### src/rtl/i2s_tx.sv
// I2S transmitter: double-buffered 32-bit stereo sample serialised MSB first with SCK/WS generation.
// Optional feature macro: I2S_TX_MUTE_EN adds a mute input sampled at each frame boundary.
module i2s_tx #(
  parameter int HALF_DIV = 4
) (
  input  logic        clk,
  input  logic        n_rst,
`ifdef I2S_TX_MUTE_EN
  input  logic        mute,
`endif
  input  logic [31:0] sample_data,
  input  logic        sample_valid,
  output logic        sample_ready,
  output logic        sck,
  output logic        ws,
  output logic        sd,
  output logic        underrun
);

  localparam logic [7:0] DIV_MAX = 8'(HALF_DIV - 1);

  logic [7:0]  div_q, div_d;
  logic        sck_q, sck_d;
  logic [4:0]  s_q, s_d;
  logic [31:0] shift_q, shift_d;
  logic [31:0] hold_q, hold_d;
  logic        ready_q, ready_d;
  logic        ws_q, ws_d;
  logic        sd_q, sd_d;
  logic        ur_q, ur_d;

  logic mute_w;
`ifdef I2S_TX_MUTE_EN
  assign mute_w = mute;
`else
  assign mute_w = 1'b0;
`endif

  logic wrap, fall, accept;

  always_comb begin
    div_d   = div_q;
    sck_d   = sck_q;
    s_d     = s_q;
    shift_d = shift_q;
    hold_d  = hold_q;
    ready_d = ready_q;
    ws_d    = ws_q;
    sd_d    = sd_q;
    ur_d    = 1'b0;

    wrap   = (div_q == DIV_MAX);
    fall   = wrap && sck_q;
    accept = sample_valid && ready_q;

    div_d = wrap ? 8'd0 : div_q + 8'd1;
    if (wrap) sck_d = ~sck_q;

    if (fall) begin
      s_d = s_q + 5'd1;
      if (s_q == 5'd31) begin
        // Frame boundary: an empty holding register always sends silence and is flagged.
        shift_d = (!ready_q && !mute_w) ? hold_q : 32'h0;
        ur_d    = ready_q;
        ready_d = 1'b1;
      end
      sd_d = shift_d[5'd31 - s_d];
      ws_d = (s_d >= 5'd15) && (s_d <= 5'd30);
    end

    // A write on an empty-holding boundary lands after the zero frame was loaded.
    if (accept) begin
      hold_d  = sample_data;
      ready_d = 1'b0;
    end
  end

  always_ff @(posedge clk or negedge n_rst) begin
    if (!n_rst) begin
      div_q   <= 8'd0;
      sck_q   <= 1'b0;
      s_q     <= 5'd31;
      shift_q <= 32'h0;
      hold_q  <= 32'h0;
      ready_q <= 1'b1;
      ws_q    <= 1'b0;
      sd_q    <= 1'b0;
      ur_q    <= 1'b0;
    end else begin
      div_q   <= div_d;
      sck_q   <= sck_d;
      s_q     <= s_d;
      shift_q <= shift_d;
      hold_q  <= hold_d;
      ready_q <= ready_d;
      ws_q    <= ws_d;
      sd_q    <= sd_d;
      ur_q    <= ur_d;
    end
  end

  assign sample_ready = ready_q;
  assign sck          = sck_q;
  assign ws           = ws_q;
  assign sd           = sd_q;
  assign underrun     = ur_q;

endmodule
### config.mk
export PLATFORM = sky130hd
export DESIGN_NAME = i2s_tx
export DESIGN_NICKNAME = d
export VERILOG_FILES = /design/src/rtl/i2s_tx.sv
export SDC_FILE = /design/constraint.sdc
export NUM_CORES = 1
export LEC_CHECK = 0
export ABC_AREA = 1
export BUFFER_PORTS_ARGS = -buffer_cell sky130_fd_sc_hd__buf_2
export CORE_UTILIZATION = 25
export DETAILED_ROUTE_END_ITERATION = 8
export HOLD_SLACK_MARGIN = 0.05
export PLACE_DENSITY = 0.39
export SETUP_SLACK_MARGIN = 0.4
export SLEW_MARGIN = 10
export SYNTH_ARGS = -nofsm -noshare
export SYNTH_HDL_FRONTEND = slang
export SYNTH_SLANG_ARGS = --single-unit
### constraint.sdc
create_clock -name clk -period 2.85 [get_ports clk]
set_input_delay 0.285 -clock clk [delete_from_list [all_inputs] [get_ports clk]]
set_output_delay 0.285 -clock clk [all_outputs]
set_load 0.005 [all_outputs]
==> run metrics <==
most common cell after layout, fill and taps aside=nand2_1; final hold violations=0; die height=128 um; vias per std cell=4.34; Worst slew margin=29.6%; Tcrit/Tclk final=78.1%; GR Overflow Total=0; top cell type's share of synthesized area=48.1%; Max Slew Vio Count=0; leading post-synthesis cells by cell area=dfrtp_1 (48%), nand2_1 (19%), nand3_1 (5.4%), nor2_1 (5.1%), a31oi_1 (4.9%); Logic pwr share=7.5%; clock skew=0.0108 ns; worst hold path type=input pin to async pin; ant diodes=0; placed cell areas=0.00434 sq mm; DP Wirelength=6650 um; antenna viol nets, final=0; area leader, netlist=dfrtp_1; clk root buf=clkbuf_16; FF-to-FF path depth=15; Cells after Synth=494; Syn Area/Cell=8.00 sq um; Setup crit end kind=flip-flop; number of max-cap violations=0; sequential cell fraction of total power=51.0%; Finished Cell Area=0.00464 sq mm; Slew @ Worst Pin=1.06 ns; number of library cell types mapped by synthesis=27; DRC Markers=0; largest fanout on the critical path=31; Worst Path Arrival=2.45 ns; RSZ-0062 raised after global routing=no; Finished Core Util=30.3%; Die X-Extent=128 um; register area share after synthesis=52.1%; status=finished, final reports clean; most frequent cells in the layout=nand2_1 (201), dfrtp_1 (76), nor2_1 (54), nand3_1 (43), buf_2 (38); Psw=670 uW; Mapped Nets=533; CTS buffer count=9; synth-to-layout area growth=17.5%; Die ar.=0.0163 sq mm; Final min period=2.22 ns; Nets=572; required time worst endpoint=3.08 ns; initial antenna violation count=0; PortBufs=39; worst setup margin=0.625 ns; CTS Hold Bufs=0; fraction of layout cells with a size suffix above 1=15.6%; VDD IR max=0.275 mV; pwr dens=597 mW/mm^2; GR Util All Layers=13.4%; H-tree depth=3; Post-Route WL=9810 um; Leak=2.32 nW; CTS tree=yes; FP Rows=45; CTS clk-pin slew, worst paths=0.07 ns; Initial Utilization=25.8%; clock share of power=41.5%; clk buf depth=2; Cell Area, Synth=0.00395 sq mm; startpoint types=flip-flop; First DRT Iteration DRCs=179; Int Power=2.10 mW; core area=0.0153 sq mm; Skew-Pair Late Insertion Delay=0.34 ns; boundary pin count=40; #FFs+latches synth=82; DRT Pass-1 Iters=4; via count=3253; Setup CP Type=flip-flop to flip-flop; sw frac=24.1%; clock sinks=82; first-pass GRT wire length=16700 um; fmax=450 MHz; Final TNS setup=0 ns; pin count of the biggest net entering global routing=81; drt wl/cell=13.1 um; vias in the first global route=3254; Final setup viols=0; Ys Warns=0; WHS=0.0994 ns; Place WS=0.543 ns; Final Wtd Congestion=0.757
==> path summary, 6_finish.rpt <==
path | start | end | slack (ns)
max | s_q[1]$_DFFE_PN1P_ | sd$_DFFE_PN0P_ | 0.63
min reg2reg | div_q[0]$_DFF_PN0_ | div_q[0]$_DFF_PN0_ | 0.46
min in group clk | sample_data[29] | hold_q[29]$_DFFE_PN0P_ | 0.13
max reg2reg | s_q[1]$_DFFE_PN1P_ | sd$_DFFE_PN0P_ | 0.63
max in group asynchronous | n_rst | s_q[3]$_DFFE_PN1P_ | 2.00
min | n_rst | shift_q[28]$_DFFE_PN0P_ | 0.1
==> cells in the mapped netlist <==
cell      instances
xor2_1            4
nand3_1          43
clkbuf_8          1
inv_2             3
or2_2             1
a21oi_1          10
nand3_2           1
buf_2             7
buf_6             4
nor2_2            2
o211ai_1          2
clkbuf_1          3
nor2_1           54
and3_1            1
nand2_1         201
nor2_4            1
dfstp_2           6
ha_1              4
dfrtp_1          76
inv_4             1
nor3b_1           1
inv_1            18
xor2_2            1
nor3_1            2
buf_4            10
a31oi_1          31
o21ai_0           6
==> layer usage <==
metal / track usage (%) / vias to the layer above / part of all wire [%]
met4: 4.57 / 0 / 1.4
met3: 3.01 / 8 / 2.6
met2: 20.8 / 43 / 46
met5: 0 / - / 0
li1: - / 1673 / -
met1: 18.3 / 1529 / 50
==> state kept, by name, summed over array words and instances (netlist names) <==
name          flops
hold_q           32
sck               1
sample_ready      1
underrun          1
div_q             8
shift_q          32
ws                1
s_q               5
sd                1
==> cell type report <==
type / instances / area (sq um)
clock buffers: 13 / 250
clock inverters: 3 / 40.0
fillers: 1677 / 10700
inverters: 22 / 85.1
multi-input cells: 365 / 1630
flip-flops and latches: 82 / 2060
well taps: 211 / 264
repair buffers: 53 / 314
==> worst max-delay path, stage by stage, from the launching register on <==
cell and delay [ns]:
dfstp_2 0.56, ha_2 0.20, and3_1 0.17, ha_2 0.21, inv_4 0.05, buf_8 0.18, nand2_1 0.10, nand2_1 0.08
nand2_1 0.07, nand2_1 0.05, nor2_1 0.12, nand2_1 0.06, nand3_1 0.06, nand2_1 0.06, nand2_1 0.07, nand3_2 0.07
==> per-stage QoR <==
stage               power, mW  instances
finish                   2.77        749
global route             2.93        749
CTS                      2.84        749
detailed placement       1.65        733
global placement         1.65        733
floorplan                1.53        494
==> power groups by stage <==
stage | clock network, mW | registers [mW] | logic [mW]
floorplan | 0 | 1.40 | 0.139
global placement | 0 | 1.45 | 0.208
detailed placement | 0 | 1.44 | 0.216
CTS | 1.20 | 1.42 | 0.217
global route | 1.24 | 1.43 | 0.254
finish | 1.15 | 1.41 | 0.209
==> kinds of logic after synthesis <==
| kind of cell | Yosys count | synth area share, % |
|---|---|---|
| XOR/XNOR | 5 | 1.30 |
| buffers and inverters | 47 | 6.71 |
| adder cells (fa/ha/maj) | 4 | 1.27 |
| AND/OR/NAND/NOR | 307 | 31.3 |
| AO/OA/AOI/OAI | 49 | 7.31 |
| flip-flops | 82 | 52.1 |
==> what timing repair did <==
item                                    4_1_cts  5_1_grt
buffers inserted                              0        0
resized for setup                             0        5
endpoints found under the setup margin        0        1
Note: power is estimated with default switching activity, not from simulation.
